File: src/rtl/fifo_scheduler.sv
// Shared byte FIFO controller: round-robin write arbitration of requesters A/B and
// a read FSM that drains the FIFO into a byte transmitter using a busy handshake.
module fifo_scheduler #(
  parameter int unsigned DATA_SIZE = 8,
  parameter int unsigned CNT_W     = 16
) (
  input  logic                 clk,
  input  logic                 reset,
  input  logic                 req_a_i,
  input  logic [DATA_SIZE-1:0] data_a_i,
  output logic                 gnt_a_o,
  input  logic                 req_b_i,
  input  logic [DATA_SIZE-1:0] data_b_i,
  output logic                 gnt_b_o,
  input  logic                 fifo_full_i,
  input  logic                 fifo_empty_i,
  input  logic [DATA_SIZE-1:0] fifo_rd_data_i,
  output logic                 fifo_wr_o,
  output logic [DATA_SIZE-1:0] fifo_wr_data_o,
  output logic                 fifo_rd_o,
  input  logic                 drain_en_i,
  input  logic                 tx_busy_i,
  output logic                 tx_start_o,
  output logic [DATA_SIZE-1:0] tx_data_o,
  output logic [CNT_W-1:0]     tx_count_o,
  output logic [1:0]           state_o
);

  typedef enum logic [1:0] {
    StIdle     = 2'd0,
    StLoad     = 2'd1,
    StWaitAck  = 2'd2,
    StWaitDone = 2'd3
  } rd_state_e;

  // ---------------------------------------------------------------------------
  // Write arbiter
  // ---------------------------------------------------------------------------
  logic                 gnt_a_q, gnt_a_d;
  logic                 gnt_b_q, gnt_b_d;
  logic                 fifo_wr_q, fifo_wr_d;
  logic [DATA_SIZE-1:0] wr_data_q, wr_data_d;
  logic                 prio_b_q, prio_b_d;  // 1: B was not granted most recently
  logic                 can_grant;
  logic                 win_a, win_b;

  // Blocking on our own write strobe keeps a held request from being granted twice
  // and gives the FIFO a cycle to update its full flag.
  assign can_grant = !fifo_full_i && !fifo_wr_q;
  assign win_a     = can_grant && req_a_i && (!req_b_i || !prio_b_q);
  assign win_b     = can_grant && req_b_i && (!req_a_i || prio_b_q);

  always_comb begin
    gnt_a_d   = 1'b0;
    gnt_b_d   = 1'b0;
    fifo_wr_d = 1'b0;
    wr_data_d = wr_data_q;
    prio_b_d  = prio_b_q;
    if (win_a) begin
      gnt_a_d   = 1'b1;
      fifo_wr_d = 1'b1;
      wr_data_d = data_a_i;
      prio_b_d  = 1'b1;
    end else if (win_b) begin
      gnt_b_d   = 1'b1;
      fifo_wr_d = 1'b1;
      wr_data_d = data_b_i;
      prio_b_d  = 1'b0;
    end
  end

  always_ff @(posedge clk or posedge reset) begin
    if (reset) begin
      gnt_a_q   <= 1'b0;
      gnt_b_q   <= 1'b0;
      fifo_wr_q <= 1'b0;
      wr_data_q <= '0;
      prio_b_q  <= 1'b0;
    end else begin
      gnt_a_q   <= gnt_a_d;
      gnt_b_q   <= gnt_b_d;
      fifo_wr_q <= fifo_wr_d;
      wr_data_q <= wr_data_d;
      prio_b_q  <= prio_b_d;
    end
  end

  assign gnt_a_o        = gnt_a_q;
  assign gnt_b_o        = gnt_b_q;
  assign fifo_wr_o      = fifo_wr_q;
  assign fifo_wr_data_o = wr_data_q;

  // ---------------------------------------------------------------------------
  // Read FSM
  // ---------------------------------------------------------------------------
  rd_state_e            state_q, state_d;
  logic                 fifo_rd_q, fifo_rd_d;
  logic                 tx_start_q, tx_start_d;
  logic [DATA_SIZE-1:0] tx_data_q, tx_data_d;
  logic [CNT_W-1:0]     tx_count_q, tx_count_d;
  logic                 load_fire;

  // A pop is only issued from LOAD with the FIFO still showing data.
  assign load_fire = (state_q == StLoad) && !fifo_empty_i;

  always_ff @(posedge clk or posedge reset) begin
    if (reset) begin
      state_q <= StIdle;
    end else begin
      state_q <= state_d;
    end
  end

  always_comb begin
    state_d = state_q;
    unique case (state_q)
      StIdle: begin
        if (drain_en_i && !fifo_empty_i && !tx_busy_i) begin
          state_d = StLoad;
        end
      end
      StLoad: begin
        state_d = load_fire ? StWaitAck : StIdle;
      end
      StWaitAck: begin
        if (tx_busy_i) begin
          state_d = StWaitDone;
        end
      end
      StWaitDone: begin
        if (!tx_busy_i) begin
          state_d = StIdle;
        end
      end
      default: state_d = StIdle;
    endcase
  end

  always_comb begin
    fifo_rd_d  = 1'b0;
    tx_start_d = 1'b0;
    tx_data_d  = tx_data_q;
    tx_count_d = tx_count_q;
    if (load_fire) begin
      fifo_rd_d  = 1'b1;
      tx_start_d = 1'b1;
      tx_data_d  = fifo_rd_data_i;
      tx_count_d = tx_count_q + 1'b1;
    end
  end

  always_ff @(posedge clk or posedge reset) begin
    if (reset) begin
      fifo_rd_q  <= 1'b0;
      tx_start_q <= 1'b0;
      tx_data_q  <= '0;
      tx_count_q <= '0;
    end else begin
      fifo_rd_q  <= fifo_rd_d;
      tx_start_q <= tx_start_d;
      tx_data_q  <= tx_data_d;
      tx_count_q <= tx_count_d;
    end
  end

  assign fifo_rd_o  = fifo_rd_q;
  assign tx_start_o = tx_start_q;
  assign tx_data_o  = tx_data_q;
  assign tx_count_o = tx_count_q;
  assign state_o    = state_q;

endmodule

File: config.mk
export PLATFORM = sky130hd
export DESIGN_NAME = fifo_scheduler
export DESIGN_NICKNAME = d
export VERILOG_FILES = /design/src/rtl/fifo_scheduler.sv
export SDC_FILE = /design/constraint.sdc
export NUM_CORES = 1
export LEC_CHECK = 0
export BUFFER_PORTS_ARGS = -buffer_cell sky130_fd_sc_hd__buf_2
export CAP_MARGIN = 20
export CORE_ASPECT_RATIO = 0.75
export CORE_MARGIN = 2
export CORE_UTILIZATION = 40
export DETAILED_ROUTE_END_ITERATION = 16
export PLACE_DENSITY = 0.77
export RECOVER_POWER = 25
export SLEW_MARGIN = 20
export SYNTH_ARGS = -nofsm -noshare
export SYNTH_HDL_FRONTEND = slang
export SYNTH_SLANG_ARGS = --single-unit
File: constraint.sdc
create_clock -name clk -period 2.6 [get_ports clk]
set_input_delay 0.26 -clock clk [delete_from_list [all_inputs] [get_ports clk]]
set_output_delay 0.26 -clock clk [all_outputs]
set_load 0.02 [all_outputs]
==> flow_metrics.tcl, run 1 <==
set metrics [dict create \
    status "finished clean" \
    crit_path_max_incr_delay_ns 0.44 \
    synth_ff_type "dfrtp_1" \
    postCtsSetupBuffers 0 \
    rows 20 \
    yosys_warnings 0 \
    synth_fp_nets 165 \
    worst-path-max-fanout 7 \
    final_common_cell "buf_2" \
    largest_reg_flops 16 \
    final_cell_mix "70 x buf_2, 39 x dfrtp_1, 14 x nand2_1" \
    swShare_pct 32.21 \
    dr.pass1.iters 4 \
    slowest_stage "dfrtp_1" \
    place_congestion 0.7821 \
    critPathCaptureType "flip-flop" \
    register_area_um2 975.9 \
    power_switching_mw 0.6063 \
    hpwl_mm 2.189 \
    vdd_drop_max_uv 370.3 \
    syn-cell-area_mm2 0.001627 \
    finalPower_mw 1.882 \
    cts_tree "built" \
    slew-limit-headroom_pct 41.24 \
    drv_slew 0 \
    crit_type "reg -> reg" \
    die_w_um 77.64 \
    timing.rr.end "tx_count_o[15]" \
    synth_top_cell_area_share_pct 60.00 \
    path_cells "nor3b_4 -> and3_1 -> nand4_1 -> xnor2_1" \
    multi_input_area_um2 596.8 \
    initial_utilization_pct 40.88 \
    die_area_mm2 0.004598 \
    final.min_clock_period_ns 1.502 \
    seqPwrFrac_pct 44.4 \
    tightest_slew_ns 0.8756 \
    vias 1215 \
    ys_ff_latch 39 \
    fin_crit_sh_pct 57.78 \
    yosys.cell_types.count 27 \
    synth.avg_cell_area_um2 12.32 \
    worstPathArrival_ns 1.67 \
    die_y_um 59.23 \
    diodes 0 \
    setup_viol 0 \
    yosysSeqAreaShare_pct 60.00 \
    drv_cap 0 \
    htreeDepth 2 \
    wire_per_inst_um 11.07 \
    area_growth_pct 32.46 \
    ant_nets 0 \
    finalSetupTns_ns 0 \
    core_mm2 0.003979 \
    rsz0062_at_grt "false" \
    postCtsHoldBufs 0 \
    clock-sinks 39 \
    grt_pass1_vias 1120 \
    port_buffers 70 \
    hold_viol_final 0 \
    fillers 343 \
    grt_max_degree 40 \
    antenna_found_initial 0 \
    grt_pass1_wl_mm 5.016 \
    final_layout_size_suffix_gt1_share_pct 44.23 \
    grt-ovfl-total 0 \
    postSynthCellCount 132 \
    cts_resized 0 \
    synth_top_cells_by_area "dfrtp_1 60%, xnor2_1 7.0%, mux2_2 6.2%" \
    r2r_slack_ns 1.10 \
    required_ns 2.77 \
    yosysTopAreaCell "dfrtp_1" \
    cp-start-kind "flip-flop" \
    synth_edf_count 0 \
    cts_root_buf "clkbuf_8" \
    hold_path_class "in -> async" \
    leakagePower_nw 1.169 \
    nets 240 \
    routed_wl_mm 2.911 \
    intPower_mw 1.276 \
    clockPowerShare_pct 27.1 \
    track_usage_pct 14.17 \
    pwr-share-comb_pct 28.5 \
    timing.hold.ws_ns 0.07789 \
    clock_latency_ns 0.28 \
    fmax_mhz 665.7 \
    power_density_mw_per_mm2 873.6 \
    drt_iter0_markers 44 \
    drc_errors 0 \
    reg2reg_depth 4 \
    async_flop_share_pct 100.0 \
    clock_skew_ns 0.006811 \
    numCtsBuffers 5 \
    pin_count 71 \
    path_clk_slew_ns 0.08 \
    cts.path.max_buffers 2 \
    vias_per_cell 4.620 \
]
[power by group through the flow]
stage | Clock (mW) | Sequential, mW | Combinational [mW]
final | 0.509 | 0.837 | 0.536
after global routing | 0.557 | 0.859 | 0.581
after CTS | 0.532 | 0.839 | 0.545
after detailed placement | 0 | 0.849 | 0.545
after global placement | 0 | 0.845 | 0.534
after floorplan | 0 | 1.00 | 0.188
[worst max-delay path: cells and delay by family (launching register included)]
family / cells / cell delay (ns)
and+or+nand+nor: 3 / 0.81
DFF: 1 / 0.44
xor gates and xnor gates: 1 / 0.14
[layer usage]
layer | global-route usage (%) | vias up | wire length, um
met4 | 3.827 | 0 | 27
li1 | - | 607 | -
met3 | 5.488 | 4 | 222
met5 | 0 | - | 0
met2 | 22.04 | 47 | 1216
met1 | 18.79 | 557 | 1446
[layout make-up]
type | count | area share (%)
Sequential cell | 39 | 45.30
Tap cell | 55 | 3.194
Timing Repair Buffer | 73 | 17.31
Multi-Input combinational cell | 82 | 27.70
Inverter | 6 | 1.045
Clock inverter | 2 | 1.626
Clock buffer | 6 | 3.833
[synth_stat cells (all sizes together), types with 2 or more instances]
cell type / n
o21ai: 10
inv: 6
buf: 4
nor2: 3
nand3: 5
nand4: 5
nand2: 14
xnor2: 13
dfrtp: 39
mux2i: 8
mux2: 9
xor2: 2
and3: 2
[per-stage QoR]
| step | util [%] | cells | worst slack [ns] | instance area (um^2) |
|---|---|---|---|---|
| 2_1_floorplan | - | 132 | 1.080 | 1627 |
| 3_3_place_gp | 51.20 | 255 | 1.128 | 2037 |
| 3_5_place_dp | 51.20 | 255 | 1.093 | 2037 |
| 4_1_cts | 54.15 | 263 | 1.087 | 2155 |
| 5_1_grt | 54.15 | 263 | 0.9913 | 2155 |
| 6_report | 54.15 | 263 | 1.098 | 2155 |
[how the worst max path moves through the flow]
stage	startpoint	to	slack (ns)	cells after the start
6_report	flip-flop	tx_count_o[15]	1.10	4
2_1_floorplan	flip-flop	tx_count_o[7]	1.08	5
4_1_cts	flip-flop	tx_data_o[7]	1.09	3
5_1_grt	flip-flop	tx_count_o[15]	0.99	4
3_5_place_dp	flip-flop	tx_count_o[15]	1.09	4
3_3_place_gp	req_a_i	fifo_wr_data_o[6]	1.13	3
[cells by family after synthesis]
logic type               after synthesis  share of synthesized area (%)
XOR/XNOR                              15                          8.077
AO/OA/AOI/OAI                         14                          5.077
buffers and inverters                 11                          3.307
multiplexers                          17                          11.15
flip-flops                            39                          60.00
adder cells (fa/ha/maj)                1                         0.7691
AND/OR/NAND/NOR                       35                          11.62
No activity file was read; power rests on OpenSTA's default activity.
==> inputs of run 2 (changes only) <==
--- a/config.mk
+++ b/config.mk
@@ -11,7 +11,7 @@
 export CORE_MARGIN = 2
 export CORE_UTILIZATION = 40
 export DETAILED_ROUTE_END_ITERATION = 16
-export PLACE_DENSITY = 0.77
+export PLACE_DENSITY = 0.8
 export RECOVER_POWER = 25
 export SLEW_MARGIN = 20
 export SYNTH_ARGS = -nofsm -noshare
==> constraint.sdc (replaced) <==
create_clock -name clk -period 1.2 [get_ports clk]
set_input_delay 0.12 -clock clk [delete_from_list [all_inputs] [get_ports clk]]
set_output_delay 0.12 -clock clk [all_outputs]
set_load 0.02 [all_outputs]
==> run 2 against run 1 <==
Net effect: the run now ends with setup timing left; wire length up 22%; power up 120%; cell area up 10%; critical path depth up 1; hold slack worse by 0.049 ns; global-route usage up 2.6 points; sequential power up 110%; fmax up 11%; count of clock-buffer cells in the layout up 2; non-clock buffer count up 20; via count up 8.1%.
==> flow_metrics.tcl, run 2 (synthesized netlist as in run 1, its figures left out) <==
set metrics [dict create \
    clock_latency_ns 0.28 \
    fin_crit_sh_pct 112.3 \
    htreeDepth 2 \
    finalSetupTns_ns -2.591 \
    timing.hold.ws_ns 0.02898 \
    setup_viol 30 \
    grt_pass1_vias 1262 \
    antenna_found_initial 0 \
    seqPwrFrac_pct 42.7 \
    power_switching_mw 1.385 \
    slowest_stage "dfrtp_2" \
    ant_nets 0 \
    dr.pass1.iters 4 \
    violations "setup timing" \
    drv_slew 0 \
    tightest_slew_ns 0.5136 \
    grt-ovfl-total 0 \
    pin_count 71 \
    crit_path_max_incr_delay_ns 0.42 \
    intPower_mw 2.789 \
    die_y_um 59.23 \
    port_buffers 70 \
    vias 1313 \
    rows 20 \
    area_growth_pct 45.77 \
    largest_reg_flops 16 \
    placed_cells 271 \
    cts_root_buf "clkbuf_8" \
    grt_max_degree 40 \
    die_area_mm2 0.004598 \
    final_layout_size_suffix_gt1_share_pct 54.39 \
    pwr-share-comb_pct 34.7 \
    vdd_drop_max_uv 927.4 \
    worst-path-max-fanout 4 \
    die_w_um 77.64 \
    hp-start "fifo_full_i" \
    cts_tree "built" \
    finalPower_mw 4.174 \
    drt_iter0_markers 36 \
    worstPathArrival_ns 1.56 \
    cp-start-kind "flip-flop" \
    clock-sinks 39 \
    fin_cells 283 \
    path_clk_slew_ns 0.07 \
    layout_setup_ws_ns -0.1478 \
    rsz0062_at_grt "true" \
    final_common_cell "buf_2" \
    fmax_mhz 742.0 \
    routed_wl_mm 3.545 \
    drc_errors 0 \
    hpwl_mm 2.504 \
    numCtsBuffers 5 \
    cts.path.max_buffers 2 \
    path_cells "nor3b_4 -> buf_4 -> nand4_1 -> nor2_1 -> xor2_1" \
    hold_viol_final 0 \
    wire_per_inst_um 12.53 \
    final_cell_mix "70 x buf_2, 37 x dfrtp_1, 20 x buf_4" \
    core_mm2 0.003979 \
    drv_cap 0 \
    final.min_clock_period_ns 1.348 \
    hold_path_class "in -> reg" \
    power_density_mw_per_mm2 1760 \
    nets 260 \
    grt_pass1_wl_mm 5.858 \
    initial_utilization_pct 40.88 \
    clock_skew_ns 0.005866 \
    required_ns 1.41 \
    leakagePower_nw 1.299 \
    postLayoutCellArea_mm2 0.002371 \
    crit_type "reg -> reg" \
    track_usage_pct 16.81 \
    place_congestion 0.8575 \
    swShare_pct 33.18 \
    vias_per_cell 4.640 \
    status "finished, violations left" \
    clockPowerShare_pct 22.6 \
    slew-limit-headroom_pct 65.76 \
    critPathCaptureType "flip-flop" \
    placed_area_mm2 0.002172 \
    diodes 0 \
]
run 2: cell count changes in the layout (fill, tap and decap cells not counted), moves of 3 or more:
cell     change
buf_4       +17
o21ai_0      -8
o21ai_1      +8
mux2_2       -3
mux2_4       +3
run 2: power by group through the flow:
| stage | clock [mW] | sequential (mW) | combinational (mW) |
|---|---|---|---|
| final | 0.944 | 1.78 | 1.45 |
| after global routing | 1.05 | 1.82 | 1.55 |
| after floorplan | 0 | 2.18 | 0.410 |
| after detailed placement | 0 | 1.80 | 1.37 |
| after CTS | 0.977 | 1.78 | 1.41 |
| after global placement | 0 | 1.79 | 1.33 |
run 2: path summary, 6_finish.rpt:
path | end | slack (ns) | depth (start not counted)
min in group asynchronous | tx_count_o[5] | 0.53 | 4
max reg2reg | tx_count_o[8] | -0.15 | 5
min reg2reg | tx_count_o[15] | 0.46 | 1
max in group asynchronous | async pin | 0.30 | 4
max | tx_count_o[8] | -0.15 | 5
min | gnt_b_o | 0.03 | 2
run 2: timing repair:
| item | CTS | global route |
|---|---|---|
| hold endpoints to repair | 39 | 0 |
| buffers inserted | 2 | 1 |
| setup endpoints to repair | 28 | 32 |
| resized for setup | 13 | 18 |
| cloned | 1 | 0 |
| pin swaps | 2 | 14 |
| hold buffers | 1 | 0 |
run 2: layer usage:
layer  share of wire (%)  global-route usage, %  up-vias
li1                    -                      -      641
met1                  45                  22.44      625
met2                  49                  26.72       40
met3                 5.0                  4.116        7
met4                 1.4                  6.888        0
met5                   0                      0        -
run 2: layout make-up:
| type | count | area [um^2] |
|---|---|---|
| Timing Repair Buffer | 93 | 529.3 |
| Multi-Input combinational cell | 82 | 671.9 |
| Fill cell | 338 | 1608 |
| Inverter | 6 | 22.52 |
| Clock buffer | 8 | 100.1 |
| Tap cell | 55 | 68.82 |
| Sequential cell | 39 | 978.4 |
run 2: critical path, delay by kind of cell, from the launching register on:
kind	cells	cell delay, ns
xor+xnor	1	0.15
buf+inv	1	0.16
flops	1	0.42
simple gates	3	0.55
run 2: per-stage QoR:
stage	worst slack (ns)	util, %
2_1_floorplan	-0.2573	-
3_3_place_gp	-0.1078	54.59
3_5_place_dp	-0.1599	54.59
4_1_cts	-0.1361	58.21
5_1_grt	-0.2149	59.59
6_report	-0.1478	59.59
==> inputs of run 3 (changes only) <==
--- a/config.mk
+++ b/config.mk
@@ -5,13 +5,15 @@
 export SDC_FILE = /design/constraint.sdc
 export NUM_CORES = 1
 export LEC_CHECK = 0
+export ABC_CLOCK_PERIOD_IN_PS = 1200
 export BUFFER_PORTS_ARGS = -buffer_cell sky130_fd_sc_hd__buf_2
 export CAP_MARGIN = 20
 export CORE_ASPECT_RATIO = 0.75
 export CORE_MARGIN = 2
 export CORE_UTILIZATION = 40
+export CTS_CLUSTER_SIZE = 14
 export DETAILED_ROUTE_END_ITERATION = 16
-export PLACE_DENSITY = 0.8
+export PLACE_DENSITY = 0.73
 export RECOVER_POWER = 25
 export SLEW_MARGIN = 20
 export SYNTH_ARGS = -nofsm -noshare
==> run 3 against run 2 <==
Net effect: highest routed layer unchanged; first-iteration DRC count is 44% higher; global-route usage fell by 1.6 points; clock power fell by 13%; largest cell class unchanged; the run still ends with setup timing left.
==> flow_metrics.tcl, run 3 (synthesized netlist as in run 1, its figures left out) <==
set metrics [dict create \
    power_density_mw_per_mm2 1733 \
    crit_path_max_incr_delay_ns 0.42 \
    core_mm2 0.003979 \
    finalPower_mw 4.034 \
    final.min_clock_period_ns 1.322 \
    leakagePower_nw 1.265 \
    violations "setup timing" \
    clock_latency_ns 0.28 \
    cts_tree "built" \
    placed_cells 270 \
    final_cell_mix "70 x buf_2, 37 x dfrtp_1, 20 x buf_4" \
    reg2reg_depth 3 \
    fillers 335 \
    slew-limit-headroom_pct 65.95 \
    crit_type "reg -> reg" \
    setup_viol 21 \
    largest_reg_flops 16 \
    hpwl_mm 2.407 \
    antenna_found_initial 0 \
    cts.path.max_buffers 2 \
    fin_crit_sh_pct 110.1 \
    path_cells "nor3b_4 -> buf_6 -> mux2_2" \
    die_y_um 59.23 \
    vias 1267 \
    fin_cells 284 \
    required_ns 1.37 \
    worstPathArrival_ns 1.49 \
    drt_iter0_markers 52 \
    cts_root_buf "clkbuf_8" \
    slowest_stage "dfrtp_2" \
    die_w_um 77.64 \
    numCtsBuffers 5 \
    die_area_mm2 0.004598 \
    grt_max_degree 40 \
    finalSetupTns_ns -1.784 \
    drc_errors 0 \
    grt_pass1_vias 1218 \
    clock_skew_ns 0.007044 \
    grt_pass1_wl_mm 5.368 \
    drv_slew 0 \
    htreeDepth 2 \
    cp-start-kind "flip-flop" \
    layout_setup_ws_ns -0.1218 \
    initial_utilization_pct 40.88 \
    place_congestion 0.7573 \
    placed_area_mm2 0.002165 \
    diodes 0 \
    worst-path-max-fanout 10 \
    drv_cap 0 \
    routed_wl_mm 3.314 \
    path_clk_slew_ns 0.07 \
    wire_per_inst_um 11.67 \
    track_usage_pct 15.19 \
    rsz0062_at_grt "true" \
    critPathCaptureType "flip-flop" \
    fin_util_pct 58.49 \
    hold_viol_final 0 \
    rows 20 \
    clock-sinks 39 \
    grt-ovfl-total 0 \
    status "finished, violations left" \
    port_buffers 70 \
    postLayoutCellArea_mm2 0.002327 \
    whs_path_depth 2 \
    area_growth_pct 43.08 \
    fmax_mhz 756.6 \
    ant_nets 0 \
    tightest_slew_ns 0.5108 \
    vias_per_cell 4.461 \
    hold_path_class "in -> reg" \
    nets 261 \
    pin_count 71 \
    dr.pass1.iters 4 \
    final_common_cell "buf_2" \
    final_layout_size_suffix_gt1_share_pct 51.97 \
    vdd_drop_max_uv 1037 \
]
==> run 3: what timing repair did <==
| action | in CTS | in global routing |
|---|---|---|
| setup buffers | 2 | 2 |
| endpoints found under the hold margin | 39 | 0 |
| resized for setup | 12 | 13 |
| hold buffers | 1 | 0 |
| endpoints found under the setup margin | 22 | 33 |
| pin swaps | 9 | 4 |
| gates cloned | 0 | 1 |
==> run 3: worst paths after layout <==
| check | from | to | slack, ns |
|---|---|---|---|
| max | flip-flop | tx_data_o[1] | -0.12 |
| min | fifo_full_i | gnt_b_o | 0.05 |
| max reg2reg | flip-flop | tx_data_o[1] | -0.12 |
| min reg2reg | tx_count_o[15] | tx_count_o[15] | 0.48 |
| max in group asynchronous | reset | async pin | 0.29 |
| min in group asynchronous | reset | tx_count_o[12] | 0.53 |
==> run 3: critical path: cells and delay by family (launching register included) <==
family	cells	cell delay, ns
simple gates	1	0.26
buf+inv	1	0.19
flops	1	0.42
mux	1	0.34
==> run 3: final cells by class <==
| class | instances | area, um^2 | share of cell area [%] |
|---|---|---|---|
| clock buffer | 7 | 76.32 | 3.280 |
| tap | 55 | 68.82 | 2.957 |
| inverter | 6 | 22.52 | 0.9677 |
| timing repair buffer | 94 | 540.5 | 23.23 |
| sequential | 39 | 978.4 | 42.04 |
| clock inverter | 1 | 5.005 | 0.2151 |
| multi-input combinational | 82 | 635.6 | 27.31 |
==> run 3: stage by stage <==
step,hold slack [ns],setup slack [ns]
floorplan,0.2176,-0.2573
global placement,0.1865,-0.1160
detailed placement,0.1921,-0.2037
CTS,0.04245,-0.1389
global route,0.03877,-0.2056
finish,0.04868,-0.1218
==> run 3: routing by layer <==
layer	GRT usage, %	wire [um]	vias up
met2	25.12	1616	42
met3	4.726	200	6
met1	18.89	1456	575
met4	6.122	40	0
met5	0	0	-
li1	-	-	644
==> run 3: report_power, final <==
group          total, mW  switching, mW  internal (mW)
sequential          1.79          0.182           1.61
combinational       1.42          0.760          0.658
clock              0.823          0.416          0.407
total               4.03           1.36           2.68
